## src/rtl/multicycle_control_pkg.sv

```systemverilog
// Shared definitions for the multicycle LEGv8 control unit.
//   state_t     : 4-bit binary state encoding (values 10..15 unused)
//   OP_*        : opcode constants and prefix fields used by the classifier
//   ALUOP_*     : ALUOp codes driven onto the ALU control
//   FAULT_*     : Fault output codes
//   op_class_t  : classifier result bundle
package multicycle_control_pkg;

    typedef enum logic [3:0] {
        ST_FETCH   = 4'd0,
        ST_DECODE  = 4'd1,
        ST_EXEC_R  = 4'd2,
        ST_WB_R    = 4'd3,
        ST_EXEC_M  = 4'd4,
        ST_MEM     = 4'd5,
        ST_WB_M    = 4'd6,
        ST_EXEC_CB = 4'd7,
        ST_BR      = 4'd8,
        ST_HALT    = 4'd9
    } state_t;

    localparam logic [10:0] OP_ADD  = 11'h458;
    localparam logic [10:0] OP_SUB  = 11'h658;
    localparam logic [10:0] OP_AND  = 11'h450;
    localparam logic [10:0] OP_ORR  = 11'h550;
    localparam logic [10:0] OP_LDUR = 11'h7C2;
    localparam logic [10:0] OP_STUR = 11'h7C0;
    // CBZ occupies 5A0-5A7: compare Opcode[10:3]
    localparam logic [7:0]  OP_CBZ_PFX = 8'hB4;
    // B occupies 0A0-0BF: compare Opcode[10:5]
    localparam logic [5:0]  OP_B_PFX   = 6'h05;

    localparam logic [1:0] ALUOP_ADD    = 2'b00;
    localparam logic [1:0] ALUOP_PASS_B = 2'b01;
    localparam logic [1:0] ALUOP_RTYPE  = 2'b10;

    localparam logic [1:0] FAULT_NONE    = 2'b00;
    localparam logic [1:0] FAULT_ILLEGAL = 2'b01;
    localparam logic [1:0] FAULT_MEM_TMO = 2'b10;

    typedef struct packed {
        logic is_r;
        logic is_mem;
        logic is_load;
        logic is_cb;
        logic is_b;
        logic illegal;
    } op_class_t;

endpackage

```

## src/rtl/multicycle_control_opcode_classifier.sv

```systemverilog
// opcode_classifier: purely combinational decode of IR[31:21] into
// instruction classes. Kept separate so a pipelined control unit can reuse it.
//   opcode : in  11  IR[31:21]
//   cls    : out     {is_r, is_mem, is_load, is_cb, is_b, illegal}
module opcode_classifier
    import multicycle_control_pkg::*;
(
    input  logic [10:0] opcode,
    output op_class_t   cls
);

    always_comb begin
        cls         = '0;
        cls.is_r    = (opcode == OP_ADD) || (opcode == OP_SUB) ||
                      (opcode == OP_AND) || (opcode == OP_ORR);
        cls.is_load = (opcode == OP_LDUR);
        cls.is_mem  = (opcode == OP_LDUR) || (opcode == OP_STUR);
        cls.is_cb   = (opcode[10:3] == OP_CBZ_PFX);
        cls.is_b    = (opcode[10:5] == OP_B_PFX);
        cls.illegal = !(cls.is_r || cls.is_mem || cls.is_cb || cls.is_b);
    end

endmodule

```

## src/rtl/multicycle_control.sv

```systemverilog
// multicycle_control: Moore FSM sequencing the LEGv8 datapath over several
// cycles per instruction, with a bounded wait on the data-memory handshake,
// a retired-instruction counter and a sticky fault/halt.
//   CLK, Reset           : clock, synchronous active-high reset
//   Opcode               : IR[31:21], stable from DECODE onward
//   ALUZero, MemReady    : datapath status (MemReady only looked at in MEM)
//   IRWrite..RegWrite    : datapath mux selects and enables
//   Halted, Fault        : HALT indication and sticky fault code
//   RetireCount          : number of cycles with PCWrite=1 since reset
//   dbg_state            : current state encoding, for observation only
// Memory handshake: MemRead/MemWrite is a level request held every MEM cycle;
// the access completes in the cycle MemReady is sampled high. Nothing is
// requested outside MEM, and Reset drops the request in the same cycle.
module multicycle_control
    import multicycle_control_pkg::*;
#(
    parameter int MEM_TIMEOUT = 16,
    parameter int COUNT_W     = 32
) (
    input  logic               CLK,
    input  logic               Reset,
    input  logic [10:0]        Opcode,
    input  logic               ALUZero,
    input  logic               MemReady,
    output logic               IRWrite,
    output logic               PCWrite,
    output logic               PCSrc,
    output logic               Reg2Loc,
    output logic               ALUSrc,
    output logic [1:0]         ALUOp,
    output logic               MemRead,
    output logic               MemWrite,
    output logic               MemToReg,
    output logic               RegWrite,
    output logic               Halted,
    output logic [1:0]         Fault,
    output logic [COUNT_W-1:0] RetireCount,
    output logic [3:0]         dbg_state
);

    localparam int TMO_W = $clog2(MEM_TIMEOUT + 1);
    localparam logic [TMO_W-1:0] TMO_LAST = TMO_W'(MEM_TIMEOUT - 1);

    state_t             state, state_nxt;
    logic [1:0]         fault_q, fault_nxt;
    logic               is_load_q;
    logic [TMO_W-1:0]   tmo_cnt;
    logic [COUNT_W-1:0] retire_q;
    op_class_t          cls;

    logic       ir_w, pc_w, pc_src, r2l, alu_src, mem_rd, mem_wr, m2r, reg_w, halted;
    logic [1:0] alu_op;

    opcode_classifier u_classifier (
        .opcode (Opcode),
        .cls    (cls)
    );

    always_ff @(posedge CLK) begin
        if (Reset) begin
            state     <= ST_FETCH;
            fault_q   <= FAULT_NONE;
            is_load_q <= 1'b0;
            tmo_cnt   <= '0;
            retire_q  <= '0;
        end else begin
            state   <= state_nxt;
            fault_q <= fault_nxt;
            // Remember load/store at decode so MEM does not depend on Opcode later
            if (state == ST_DECODE)
                is_load_q <= cls.is_load;
            // Held at zero outside MEM, so it is already clear on entry
            if (state == ST_MEM)
                tmo_cnt <= tmo_cnt + 1'b1;
            else
                tmo_cnt <= '0;
            if (pc_w)
                retire_q <= retire_q + 1'b1;
        end
    end

    always_comb begin
        state_nxt = state;
        fault_nxt = fault_q;
        ir_w      = 1'b0;
        pc_w      = 1'b0;
        pc_src    = 1'b0;
        r2l       = 1'b0;
        alu_src   = 1'b0;
        alu_op    = ALUOP_ADD;
        mem_rd    = 1'b0;
        mem_wr    = 1'b0;
        m2r       = 1'b0;
        reg_w     = 1'b0;
        halted    = 1'b0;
        case (state)
            ST_FETCH: begin
                ir_w      = 1'b1;
                state_nxt = ST_DECODE;
            end
            ST_DECODE: begin
                if (cls.is_r)        state_nxt = ST_EXEC_R;
                else if (cls.is_mem) state_nxt = ST_EXEC_M;
                else if (cls.is_cb)  state_nxt = ST_EXEC_CB;
                else if (cls.is_b)   state_nxt = ST_BR;
                else begin
                    state_nxt = ST_HALT;
                    fault_nxt = FAULT_ILLEGAL;
                end
            end
            ST_EXEC_R: begin
                alu_op    = ALUOP_RTYPE;
                state_nxt = ST_WB_R;
            end
            ST_WB_R: begin
                alu_op    = ALUOP_RTYPE;
                reg_w     = 1'b1;
                pc_w      = 1'b1;
                state_nxt = ST_FETCH;
            end
            ST_EXEC_M: begin
                r2l       = 1'b1;
                alu_src   = 1'b1;
                state_nxt = ST_MEM;
            end
            ST_MEM: begin
                r2l     = 1'b1;
                alu_src = 1'b1;
                mem_rd  = is_load_q;
                mem_wr  = !is_load_q;
                // MemReady takes priority over an expiring timeout
                if (MemReady) begin
                    if (is_load_q) begin
                        state_nxt = ST_WB_M;
                    end else begin
                        pc_w      = 1'b1;
                        state_nxt = ST_FETCH;
                    end
                end else if (tmo_cnt == TMO_LAST) begin
                    state_nxt = ST_HALT;
                    fault_nxt = FAULT_MEM_TMO;
                end
            end
            ST_WB_M: begin
                alu_src   = 1'b1;
                m2r       = 1'b1;
                reg_w     = 1'b1;
                pc_w      = 1'b1;
                state_nxt = ST_FETCH;
            end
            ST_EXEC_CB: begin
                r2l       = 1'b1;
                alu_op    = ALUOP_PASS_B;
                pc_w      = 1'b1;
                pc_src    = ALUZero;
                state_nxt = ST_FETCH;
            end
            ST_BR: begin
                pc_w      = 1'b1;
                pc_src    = 1'b1;
                state_nxt = ST_FETCH;
            end
            ST_HALT: begin
                halted = 1'b1;
            end
            default: begin
                // Corrupted state register: stop rather than run garbage
                state_nxt = ST_HALT;
                fault_nxt = FAULT_ILLEGAL;
            end
        endcase
    end

    // Reset overrides every output combinationally, so a pending memory
    // request is withdrawn in the reset cycle itself.
    assign IRWrite     = ir_w    & ~Reset;
    assign PCWrite     = pc_w    & ~Reset;
    assign PCSrc       = pc_src  & ~Reset;
    assign Reg2Loc     = r2l     & ~Reset;
    assign ALUSrc      = alu_src & ~Reset;
    assign ALUOp       = Reset ? 2'b00 : alu_op;
    assign MemRead     = mem_rd  & ~Reset;
    assign MemWrite    = mem_wr  & ~Reset;
    assign MemToReg    = m2r     & ~Reset;
    assign RegWrite    = reg_w   & ~Reset;
    assign Halted      = halted  & ~Reset;
    assign Fault       = Reset ? FAULT_NONE : fault_q;
    assign RetireCount = Reset ? '0 : retire_q;
    assign dbg_state   = state;

endmodule

```

## config.mk

```make
export PLATFORM = sky130hd
export DESIGN_NAME = multicycle_control
export DESIGN_NICKNAME = d
export VERILOG_FILES = /design/src/rtl/multicycle_control_pkg.sv /design/src/rtl/multicycle_control_opcode_classifier.sv /design/src/rtl/multicycle_control.sv
export SDC_FILE = /design/constraint.sdc
export NUM_CORES = 1
export LEC_CHECK = 0
export ABC_CLOCK_PERIOD_IN_PS = 2100
export CORE_ASPECT_RATIO = 1.2
export CORE_MARGIN = 2
export CORE_UTILIZATION = 46
export DETAILED_ROUTE_END_ITERATION = 10
export HOLD_SLACK_MARGIN = 0.15
export PLACE_DENSITY = 0.82
export SLEW_MARGIN = 40
export SYNTH_ARGS = -nofsm -noshare
export SYNTH_HDL_FRONTEND = slang
export SYNTH_SLANG_ARGS = --single-unit
```

## constraint.sdc

```tcl
create_clock -name CLK -period 2.1 [get_ports CLK]
set_input_delay 0.315 -clock CLK [delete_from_list [all_inputs] [get_ports CLK]]
set_output_delay 0.315 -clock CLK [all_outputs]
set_load 0.005 [all_outputs]
```

== Word level (Yosys, flattened, before mapping) ==
Cells that the tools add are included.

* Logic and storage cells: 92
* ROM bits: 0
* Input bits: 15
* Memories: 0
* Latch bits: 0
* Register bits: 44
* Bits in writable memories: 0

* Add/sub/neg operators: 2
* Magnitude comparators: 0
* Bitwise operators: 14
* Divide/modulo/power cells: 0
* Equality and inequality tests: 25
* Multipliers: 0
* Reduce and logical (&&, ||, !) cells: 15
* Shift operators: 0
* Muxes and demuxes: 31

{| class="wikitable"
|+ Operator list
! kind !! count
|-
| $eq A11 B11 Y1 const B || 6
|-
| $add A32 B1 Y32 const B || 1
|-
| $mux W32 || 1
|-
| $pmux W4 S7 || 1
|-
| $mux W4 || 5
|-
| $eq A4 B3 Y1 const B || 4
|-
| $mux W2 || 8
|-
| $mux W1 || 11
|-
| $and A1 B1 Y1 || 10
|-
| $ne A2 B2 Y1 const B || 5
|-
| $eq A4 B2 Y1 const B || 2
|-
| $eq A4 B4 Y1 const B || 2
|-
| $eq A8 B8 Y1 const B || 1
|-
| $reduce_or A8 Y1 || 1
|-
| $reduce_and A7 Y1 || 1
|-
| $eq A6 B3 Y1 const B || 1
|-
| $pmux W2 S3 || 1
|-
| $reduce_or A2 Y1 || 3
|-
| $reduce_or A3 Y1 || 2
|-
| $add A5 B1 Y5 const B || 1
|-
| $eq A5 B4 Y1 const B || 1
|-
| $eq A4 B1 Y1 const B || 1
|-
| $logic_not A4 Y1 || 1
|-
| $logic_or A1 B1 Y1 || 4
|-
| 9 further kinds || 13
|}

== Logic depth before layout (Yosys ltp) ==
* Depth in word-level cells: 6
* Gate-level depth with buffers: 8
* Mapped depth without buffers: 7

== Modules after synthesis ==
Synthesis repeated with hierarchy kept, for this count alone.

* Cells, all modules: 339
* Area total of the unflattened synthesis: 2677.6 µm²

{| class="wikitable"
|+ Modules (own cells, without submodules)
! module !! times used !! area an instance (µm²) !! seq. area each (µm²) !! cells each
|-
| multicycle_control || 1 || 2536.2 || 880.8 || 325
|-
| opcode_classifier || 1 || 141.4 || 0.0 || 14
|}

== Worst setup path before layout ==
OpenSTA, ideal clock, no wires.

* Kind: register to register
* Start point: reg state[0], in the netlist dbg_state[0]
* End point: reg retire_q[29]
* Slack: -0.122 ns
* Arrival: 2.098 ns
* Cell stages (with the launch flop): 8
* Library setup time: 0.123 ns
* Buffers on the path: 3
* Required time: 1.977 ns
* Period minus slack after synthesis: 2.222 ns
* Path through: dfxtp_1 buf_6 or4b_1 buf_2 or2_1 buf_6 a2111oi_4 mux2_1

* Longest elaborated chain between the ends: 3

{| class="wikitable"
|+ Ends and longest elaborated chain
! element !! line !! source
|-
| start, declared || multicycle_control.sv:44 || <nowiki>state_t state, state_nxt;</nowiki>
|-
| start signal, assigned || multicycle_control.sv:67 || <nowiki>state <= state_nxt;</nowiki>
|-
| $eq A4 B3 Y1 (tied with other cells) || multicycle_control.sv:96 || <nowiki>case (state)</nowiki>
|-
| $reduce_or A4 Y1 (no line) || - ||
|-
| $pmux W1 S2 (*) || multicycle_control.sv:96 ||
|-
| end signal, assigned || multicycle_control.sv:78 || <nowiki>retire_q <= retire_q + 1'b1;</nowiki>
|-
| end, declared || multicycle_control.sv:48 || <nowiki>logic [COUNT_W-1:0] retire_q;</nowiki>
|}

Every way passes the cells marked *; elsewhere a longest branch is shown, timed or not.
A chain may end at the register's enable or synchronous reset.

== Final worst setup path ==
* Start point: reg state[2], in the netlist dbg_state[2]
* End point: reg retire_q[27]

The elaborated chain is that of the path after synthesis.

==> results.cfg <==
[synthesis]
synthCells = 350
ys_ff_latch = 44
synthArstFlopShare_pct = 0
synthFlopType = dfxtp_1
synth.area.top_cells = dfxtp_1 31%, mux2_2 11%, nor2b_1 6.8%, nor2_1 5.8%, a2111oi_0 3.4%
synth_area_leader_cell = dfxtp_1
yosys.area.top_type_share_pct = 30.7
yosysSeqAreaShare_pct = 30.7
synth_area_per_cell_um2 = 8.20
synth_area_um2 = 2870
yosysUniqueCellTypes = 55
syn_nets = 368
synth_edf_count = 0
ys_warn_count = 0

[timing]
max_freq_mhz = 451
worst_pin_slew_ns = 0.598
setup_ws_ns = -0.116
drv_slew = 0
whs_ns = 0.490
slew_headroom_pct = 60.1
setup_violations = 12
rsz0062_at_grt = true
finalHoldViolations = 0
finalSetupTns_ns = -0.565
finClkSkew_ns = 0.00593
finalCriticalPeriod_ns = 2.22
fin_crit_sh_pct = 106

[critical_path]
startpoint_type = flip-flop
required_ns = 2.31
ff2ff_path_depth = 6
setup.worst_path.class = flip-flop to flip-flop
end_kind = flip-flop
r2r_slack_ns = -0.12
r2r_start = dbg_state[2]
crit_fanout = 7
rr_endpoint = retire_q[27]
arrival_ns = 2.43

[drt]
routed_wl_um = 10200
wl_per_cell_um = 18.7
drc = 0
first_pass_iters = 6
viasPerCell = 6.00
ant_nets = 0
via_count = 3260
drt_iter0_markers = 210

[hold_path]
hold_path_depth = 3
min_path_type = input port to flip-flop
hp-start = Reset
hold_end = is_load_q

[cts]
cts_root_buf = clkbuf_8
cts_tree = built
cts_buffers = 5
htreeDepth = 2
clk_latency_ns = 0.32
clock_sink_count = 44
clk_pin_slew_ns = 0.09
clock_path_buffers = 2

[outcome]
status = finished with violations
violations = negative setup slack

[power_and_ir_drop]
ir_worst_vdd_mv = 0.327
power_density_nw_per_um2 = 400
p_leak_nw = 1.67

[placed_design]
pre_cts_ws_ns = -0.265
place.gp.congestion = 0.943
portBuffers = 64
dp_hpwl_um = 5970

[die]
initial_core_util_pct = 47.4
io_pins = 65
dieWidth_um = 76.1
core_um2 = 6050
die_area_um2 = 6890
rows = 31
die_h_um = 90.5

[global_routing]
grt_pass1_wl_um = 14200
grt_usage_pct = 24.9
grt_overflow_total = 0
first_global_vias = 3071
antenna_found_initial = 0
grt_max_degree = 32

[job]
maxCapViolCount = 0

[cells_and_area]
areaGrowthSynthToFinish_pct = 59.5
layout_common_cells = 53 x buf_4, 51 x clkdlybuf4s50_1, 42 x nor2_1
final_nets = 479
layout-drive-gt1-share_pct = 33.2
antenna_cells = 0
final_common_cell = buf_4
cell usage after synthesis (3+ instances only):
cell type and count:
mux2_2 27, dfxtp_1 44, a211oi_2 3, o21ai_0 8
a2111oi_0 11, nand2b_1 4, mux2_1 4, clkbuf_1 16
inv_1 11, nand3_1 14, nor3_1 7, ha_1 3
and2_1 3, a211oi_1 9, nor2_1 44, or3_1 3
nand2_1 17, buf_1 4, buf_6 3, nor4_1 4
nand4_1 9, a21oi_1 18, and4_1 6, buf_2 3
nor2b_1 31
state kept, by name, indices dropped and copies added (netlist names):
name and count:
dbg_state 4, tmo_cnt 5, is_load_q 1, retire_q 32, fault_q 2
per-layer routing:
layer / GRT usage [%] / vias to the layer above / part of all wire (%)
li1: - / 1499 / -
met1: 28.0 / 1548 / 37
met2: 45.6 / 160 / 53
met3: 4.10 / 53 / 5.4
met4: 12.0 / 0 / 4.6
met5: 0 / - / 0
report_power, final:
group	switching [W]	internal, W	total, W
sequential	0.0000154	0.000850	0.000865
clock	0.000316	0.000227	0.000543
combinational	0.000219	0.000203	0.000422
total	0.000550	0.00128	0.00183
through the flow:
| stage | area, um^2 | instances | power [W] | util [%] |
|---|---|---|---|---|
| 2_1_floorplan | 2890 | 350 | 0.00108 | - |
| 3_3_place_gp | 3940 | 525 | 0.00124 | 65.1 |
| 3_5_place_dp | 3940 | 525 | 0.00125 | 65.1 |
| 4_1_cts | 4180 | 537 | 0.00177 | 69.0 |
| 5_1_grt | 4580 | 543 | 0.00190 | 75.6 |
| 6_report | 4580 | 543 | 0.00183 | 75.6 |
kinds of logic after synthesis:
group,count (synthesis),share of synthesized area [%]
adders and majority gates,3,1.31
AOI/OAI and AO/OA,68,17.8
muxes,31,12.2
and+or+nand+nor,164,31.4
buffers and inverters,37,5.76
xor gates and xnor gates,3,0.916
DFF,44,30.7
repair_timing:
item                       CTS  global route
gates resized for setup     49            65
setup buffers                6             5
pin swaps                    6            12
setup endpoints to repair   18            37
cloned                       0             1
hold buffers                 0             0
how the worst max path moves through the flow:
stage                            start      endpoint  slack (ns)  cells after the start
after floorplan           dbg_state[0]  retire_q[23]       -0.09                      8
after global placement        MemReady  retire_q[14]       -0.26                      6
after detailed placement      MemReady  retire_q[26]       -0.26                      6
after CTS                 dbg_state[0]      MemWrite       -0.19                      6
after global routing      dbg_state[2]  retire_q[27]       -0.14                      6
final                     dbg_state[2]  retire_q[27]       -0.12                      6
final cells by class:
class | instances | area [um^2]
repair buffers | 130 | 1230
inverters | 11 | 41.3
flip-flops and latches | 44 | 887
well taps | 82 | 103
multi-input cells | 269 | 2240
fillers | 386 | 1470
clock inverters | 1 | 5.00
clock buffers | 6 | 72.6
worst max-delay path, cell delays in order, from the launching register on:
cell      delay, ns
dfxtp_2        0.33
buf_6          0.12
or4b_4         0.54
or2_4          0.33
buf_8          0.17
a211oi_4       0.29
mux2_4         0.32
Power figures use the tool's default switching activity.
